### config.mk
export PLATFORM = sky130hd
export DESIGN_NAME = tx_interface
export DESIGN_NICKNAME = d
export VERILOG_FILES = /design/src/rtl/tx_interface.sv
export SDC_FILE = /design/constraint.sdc
export NUM_CORES = 1
export LEC_CHECK = 0
export CAP_MARGIN = 20
export CELL_PAD_IN_SITES_DETAIL_PLACEMENT = 1
export CELL_PAD_IN_SITES_GLOBAL_PLACEMENT = 2
export CORE_MARGIN = 10
export CORE_UTILIZATION = 46
export CTS_BUF_LIST = sky130_fd_sc_hd__clkbuf_4 sky130_fd_sc_hd__clkbuf_8
export CTS_CLUSTER_DIAMETER = 30
export DETAILED_ROUTE_END_ITERATION = 12
export GPL_TIMING_DRIVEN = 0
export PLACE_DENSITY = 0.87
export SETUP_SLACK_MARGIN = 0.05
export SLEW_MARGIN = 20
export SYNTH_ARGS = -nofsm -noshare
export SYNTH_HDL_FRONTEND = slang
export SYNTH_SLANG_ARGS = --single-unit
### constraint.sdc
create_clock -name i_clk -period 5.6 [get_ports i_clk]
set_input_delay 1.12 -clock i_clk [delete_from_list [all_inputs] [get_ports i_clk]]
set_output_delay 1.12 -clock i_clk [all_outputs]
set_load 0.02 [all_outputs]
### src/rtl/tx_interface.sv
// -----------------------------------------------------------------------------
// tx_interface
//
// Transmit-side companion of the calculator receive path. Every ALU result byte
// announced by a one-cycle i_data_ready pulse is queued in a small circular
// FIFO. A small FSM then feeds the bytes, one at a time, to the UART TX core
// using a start/done handshake.
//
// Configuration macro:
//   TX_IFACE_NEWLINE_EN - when defined, every result byte is followed by a
//                         newline byte (8'h0A). Each result then costs two
//                         TX handshakes. When undefined, exactly one byte is
//                         sent per result.
//
// Parameters:
//   NB_DATA  width of the result byte and of the TX data (default 8)
//   NB_ADDR  FIFO address width, depth = 2**NB_ADDR (default 2 -> 4 entries)
//
// Ports:
//   i_clk         in   system clock, rising edge
//   i_reset       in   asynchronous active-high reset
//   i_data_ready  in   one-cycle pulse, i_data is a result to queue
//   i_data        in   result byte
//   i_tx_done     in   UART TX finished the current byte (pulse or level)
//   o_tx_start    out  one-cycle pulse asking UART TX to send o_tx_data
//   o_tx_data     out  byte to transmit (registered)
//   o_empty       out  FIFO empty
//   o_full        out  FIFO holds 2**NB_ADDR entries
//   o_overflow    out  sticky: a push was dropped (cleared only by reset)
// -----------------------------------------------------------------------------
module tx_interface #(
  parameter int NB_DATA = 8,
  parameter int NB_ADDR = 2
) (
  input  logic               i_clk,
  input  logic               i_reset,
  input  logic               i_data_ready,
  input  logic [NB_DATA-1:0] i_data,
  input  logic               i_tx_done,
  output logic               o_tx_start,
  output logic [NB_DATA-1:0] o_tx_data,
  output logic               o_empty,
  output logic               o_full,
  output logic               o_overflow
);

  localparam int DEPTH = 1 << NB_ADDR;

  // Count constants, NB_ADDR+1 bits wide so that "full" (== DEPTH) fits.
  localparam logic [NB_ADDR:0]   CNT_ZERO  = {(NB_ADDR+1){1'b0}};
  localparam logic [NB_ADDR:0]   CNT_ONE   = {{NB_ADDR{1'b0}}, 1'b1};
  localparam logic [NB_ADDR:0]   CNT_DEPTH = {1'b1, {NB_ADDR{1'b0}}};
  localparam logic [NB_ADDR-1:0] PTR_ONE   = {{(NB_ADDR-1){1'b0}}, 1'b1};
  localparam logic [NB_DATA-1:0] DATA_ZERO = {NB_DATA{1'b0}};

  // FSM encoding
  localparam logic [2:0] ST_IDLE    = 3'd0;
  localparam logic [2:0] ST_SEND    = 3'd1;
  localparam logic [2:0] ST_WAIT    = 3'd2;
`ifdef TX_IFACE_NEWLINE_EN
  localparam logic [2:0] ST_NL_SEND = 3'd3;
  localparam logic [2:0] ST_NL_WAIT = 3'd4;
  localparam logic [NB_DATA-1:0] NEWLINE = NB_DATA'(8'h0A);
`endif

  // FIFO storage and bookkeeping
  logic [NB_DATA-1:0] mem_r [DEPTH];
  logic [NB_ADDR-1:0] wr_ptr_r;
  logic [NB_ADDR-1:0] rd_ptr_r;
  logic [NB_ADDR:0]   count_r;
  logic [NB_ADDR:0]   count_next_s;

  // Handshake qualifiers
  logic push_s;
  logic pop_s;
  logic drop_s;

  // FSM and registered outputs
  logic [2:0]         state_r;
  logic [2:0]         state_next_s;
  logic               tx_start_r;
  logic               tx_start_next_s;
  logic [NB_DATA-1:0] tx_data_r;
  logic [NB_DATA-1:0] tx_data_next_s;
  logic               empty_r;
  logic               full_r;
  logic               overflow_r;

  // Pop/push qualification: the FSM pops the head only from IDLE; a push into
  // a full FIFO is still accepted when a pop frees a slot on the same edge.
  always_comb begin
    pop_s  = (state_r == ST_IDLE) && (count_r != CNT_ZERO);
    push_s = i_data_ready && ((count_r != CNT_DEPTH) || pop_s);
    drop_s = i_data_ready && !push_s;
  end

  // Next occupancy count from the push/pop pair of this edge.
  always_comb begin
    count_next_s = count_r;
    case ({push_s, pop_s})
      2'b10:   count_next_s = count_r + CNT_ONE;
      2'b01:   count_next_s = count_r - CNT_ONE;
      default: count_next_s = count_r;
    endcase
  end

  // FIFO storage write port.
  always_ff @(posedge i_clk or posedge i_reset) begin
    if (i_reset) begin
      for (int i = 0; i < DEPTH; i++) begin
        mem_r[i] <= DATA_ZERO;
      end
    end else if (push_s) begin
      mem_r[wr_ptr_r] <= i_data;
    end
  end

  // FIFO pointers, count, status flags and the sticky overflow flag.
  always_ff @(posedge i_clk or posedge i_reset) begin
    if (i_reset) begin
      wr_ptr_r   <= {NB_ADDR{1'b0}};
      rd_ptr_r   <= {NB_ADDR{1'b0}};
      count_r    <= CNT_ZERO;
      empty_r    <= 1'b1;
      full_r     <= 1'b0;
      overflow_r <= 1'b0;
    end else begin
      // Pointers wrap naturally modulo the depth.
      if (push_s) begin
        wr_ptr_r <= wr_ptr_r + PTR_ONE;
      end
      if (pop_s) begin
        rd_ptr_r <= rd_ptr_r + PTR_ONE;
      end
      count_r    <= count_next_s;
      // Flags track the count that becomes current on this edge.
      empty_r    <= (count_next_s == CNT_ZERO);
      full_r     <= (count_next_s == CNT_DEPTH);
      overflow_r <= overflow_r | drop_s;
    end
  end

  // FSM next-state, start strobe and TX data selection.
  always_comb begin
    state_next_s    = state_r;
    tx_start_next_s = 1'b0;
    tx_data_next_s  = tx_data_r;
    case (state_r)
      ST_IDLE: begin
        if (pop_s) begin
          // Strobe is raised on entry into SEND so it is high while in SEND.
          state_next_s    = ST_SEND;
          tx_start_next_s = 1'b1;
          tx_data_next_s  = mem_r[rd_ptr_r];
        end else begin
          state_next_s = ST_IDLE;
        end
      end
      ST_SEND: begin
        state_next_s = ST_WAIT;
      end
      ST_WAIT: begin
        if (i_tx_done) begin
`ifdef TX_IFACE_NEWLINE_EN
          state_next_s   = ST_NL_SEND;
          tx_data_next_s = NEWLINE;
`else
          state_next_s = ST_IDLE;
`endif
        end else begin
          state_next_s = ST_WAIT;
        end
      end
`ifdef TX_IFACE_NEWLINE_EN
      ST_NL_SEND: begin
        // The newline byte is already on o_tx_data; the strobe follows one
        // cycle later so the data has settled a full cycle before the start.
        state_next_s    = ST_NL_WAIT;
        tx_start_next_s = 1'b1;
      end
      ST_NL_WAIT: begin
        if (i_tx_done) begin
          state_next_s = ST_IDLE;
        end else begin
          state_next_s = ST_NL_WAIT;
        end
      end
`endif
      default: begin
        state_next_s = ST_IDLE;
      end
    endcase
  end

  // FSM state and registered TX outputs.
  always_ff @(posedge i_clk or posedge i_reset) begin
    if (i_reset) begin
      state_r    <= ST_IDLE;
      tx_start_r <= 1'b0;
      tx_data_r  <= DATA_ZERO;
    end else begin
      state_r    <= state_next_s;
      tx_start_r <= tx_start_next_s;
      tx_data_r  <= tx_data_next_s;
    end
  end

  assign o_tx_start = tx_start_r;
  assign o_tx_data  = tx_data_r;
  assign o_empty    = empty_r;
  assign o_full     = full_r;
  assign o_overflow = overflow_r;

endmodule

==> run_results.csv <==
group,metric,value,unit
timing,finalHoldWorstSlack,0.498,ns
setup_path,r2r_cells,9,
synth,yosys.area.top_type,"dfrtp_1",
grt,grt_usage,13.6,%
detailed_routing,vias,1539,
setup_path,crit_fanout,10,
detailed_routing,wl_per_cell,20.4,µm
detailed_routing,drc_errors,0,
floorplan,die_x,95.6,µm
detailed_routing,drt_iter0_drc,81,
placed_design,gp_congestion,0.834,
clocking,cts_setup_buffers,0,
clocking,ctsHoldBuffers,0,
setup_path,required,5.84,ns
placed_design,place_ws,2.75,ns
timing,setup_viol,0,
floorplan,core,5540,µm²
grt,antenna_found_initial,0,
grt,grt_remaining_overflow,0,
synth,synth.net_count,196,
synth,avgSynthCellArea,14.7,µm²
clocking,cts_sinks,52,
setup_path,startpoint,"state_r[0]",
clocking,clockRootBuffer,"clkbuf_8",
placed_design,io_buffers,22,
power_and_ir_drop,p_per_area,642,nW/µm²
clocking,clk_latency,0.30,ns
detailed_routing,first_pass_iters,4,
synth,synth_area,2630,µm²
power_and_ir_drop,ir_drop,0.296,mV
setup_path,r2r-end,"o_full",
hold_path,hp-class,"flip-flop to flip-flop",
clocking,h-tree-depth,2,
synth,ys_warn_count,0,
grt,first_global_vias,1743,
detailed_routing,wl,5750,µm
synth,async_flop_share,100,%
floorplan,initial_core_util,47.4,%
final_layout,diodes,0,
synth,synth_seq_cells,52,
synth,seq_area_frac_synth,49.6,%
detailed_routing,via_per_inst,5.46,
synth,synth_edf_count,0,
clocking,cts_tree,"done",
floorplan,dieArea,9130,µm²
timing,period_needed,2.69,ns
clocking,cts_buffers,5,
synth,yosys.cell_types.count,36,
floorplan,die_y,95.6,µm
synth,yosys_most_used_dff,"dfrtp_1",
floorplan,placementRows,27,
flow_run,cap_violations,0,
final_layout,syn_to_final_growth,17.2,%
setup_path,reg2reg_from,"state_r[0]",
setup_path,ff2ff_setup_slack,2.91,ns
clocking,clk_pin_slew,0.09,ns
setup_path,critPathKind,"flip-flop to flip-flop",
setup_path,crit_path_end_kind,"flip-flop",
setup_path,arrival,2.93,ns
run_status,outcome,"completed",
clocking,post_cts_resized,0,
placed_design,hpwlAfterDp,4190,µm
synth,synth_top_area_share,48.6,%
grt,grt_max_degree,36,
synth,syn_inst,179,
floorplan,ioPinCount,24,
timing,finalClockSkew,0.00699,ns
timing,rsz0062_at_grt,"no",
power_and_ir_drop,leakagePower,1.34,nW
synth,ys_top_cells_by_area,"dfrtp_1, mux2_4, mux4_2",
timing,slew_viol_final,0,
timing,timing.fmax,372,MHz
final_layout,fin_nets,226,
final_layout,layout-drive-gt1-share,37.1,%
clocking,clockBufferDepth,2,
timing,worstMarginPinSlew,0.640,ns
detailed_routing,antenna_left,0,
timing,period_share,47.9,%
hold_path,holdCritStartpoint,"o_overflow",
hold_path,min_to,"o_overflow",
setup_path,setup.worst_path.start_class,"flip-flop",
grt,grt_pass1_wl,9480,µm
hold_path,worstHoldPathCells,1,
timing,tns,0,ns
timing,fin_ws,2.91,ns
timing,timing_hold_violations_final,0,
timing,slew_headroom,57.3,%
report_power, final:
| group | switching (mW) | total, mW | internal, mW |
|---|---|---|---|
| clock network | 0.125 | 0.271 | 0.146 |
| registers | 0.124 | 0.696 | 0.571 |
| logic | 0.432 | 1.01 | 0.576 |
how the worst max path moves through the flow:
stage / endpoint / slack, ns
6_report: o_full / 2.91
5_1_grt: o_full / 2.78
4_1_cts: o_full / 2.91
3_5_place_dp: o_full / 2.75
3_3_place_gp: o_tx_data[2] / 2.37
2_1_floorplan: o_full / 2.99
metal layers:
| metal | up-vias | wire length (µm) | GRT usage [%] |
|---|---|---|---|
| met5 | - | 0 | 0 |
| met4 | 0 | 46 | 2.95 |
| met3 | 5 | 160 | 3.14 |
| met2 | 17 | 3130 | 23.8 |
| met1 | 825 | 2420 | 16.5 |
| li1 | 692 | - | - |
kinds of logic (layout without fill, tap and decap cells):
family,count (synthesis),in the layout,synth area share (%)
xor gates and xnor gates,4,4,1.33
and+or+nand+nor,36,36,7.15
DFF,52,52,49.6
adders and majority gates,5,5,2.67
AOI/OAI and AO/OA,17,17,4.95
buffers and inverters,16,47,5.29
muxes,49,49,29.0
registers in the layout, summed over array words and instances, names as in the netlist:
register and flops:
state_r 2, o_overflow 1, wr_ptr_r 2, mem_r 32, o_tx_data 8, rd_ptr_r 2
o_full 1, o_empty 1, count_r 3
Yosys cell counts (all sizes together) (2+ instances only):
master,number
nor3,2
xor2,2
nand2,10
clkbuf,2
buf,8
nand2b,2
a21oi,3
mux4,8
or2,2
dfrtp,51
and2,4
nor2,11
nand3,3
inv,6
ha,4
mux2,41
xnor2,2
o21ai,6
metrics by stage:
step                power (mW)  std cells  area (µm²)  util (%)
floorplan                 1.43        179        2630         -
global placement          1.64        273        2940      53.0
CTS                       2.00        282        3080      55.6
global route              2.11        282        3080      55.6
finish                    1.97        282        3080      55.6
detailed placement        1.72        274        2960      53.4
worst max-delay path: stages (launching register included):
cell,delay (ns)
dfrtp_1,0.45
or2_4,0.29
nor2_1,0.32
buf_4,0.29
nand2_1,0.10
fa_1,0.49
or2_2,0.35
a21oi_1,0.14
nand4_1,0.11
nand3_1,0.09
final cells by class:
cell class                 instances  area [µm²]
sequential                        52        1300
fill                             552        2460
tap                               72        90.1
timing repair buffer              23         240
clock buffer                       6        82.6
clock inverter                     2        38.8
buffer                            10         116
inverter                           6        22.5
multi-input combinational        111        1180
cells in the final DEF, fill, tap and decap left out, types with 2 or more instances in the layout:
cell type	n
clkbuf_1	2
o21ai_0	6
mux2_2	9
and2_4	4
a21oi_1	3
nand2b_1	2
clkdlybuf4s50_1	22
nor2_1	10
xor2_1	2
inv_1	5
nor3_1	2
buf_12	5
buf_2	2
dfrtp_1	51
mux2_4	32
ha_1	4
xnor2_1	2
nand3_1	3
clkbuf_8	6
nand2_1	10
mux4_2	8
No activity file was read; power rests on OpenSTA's default activity.
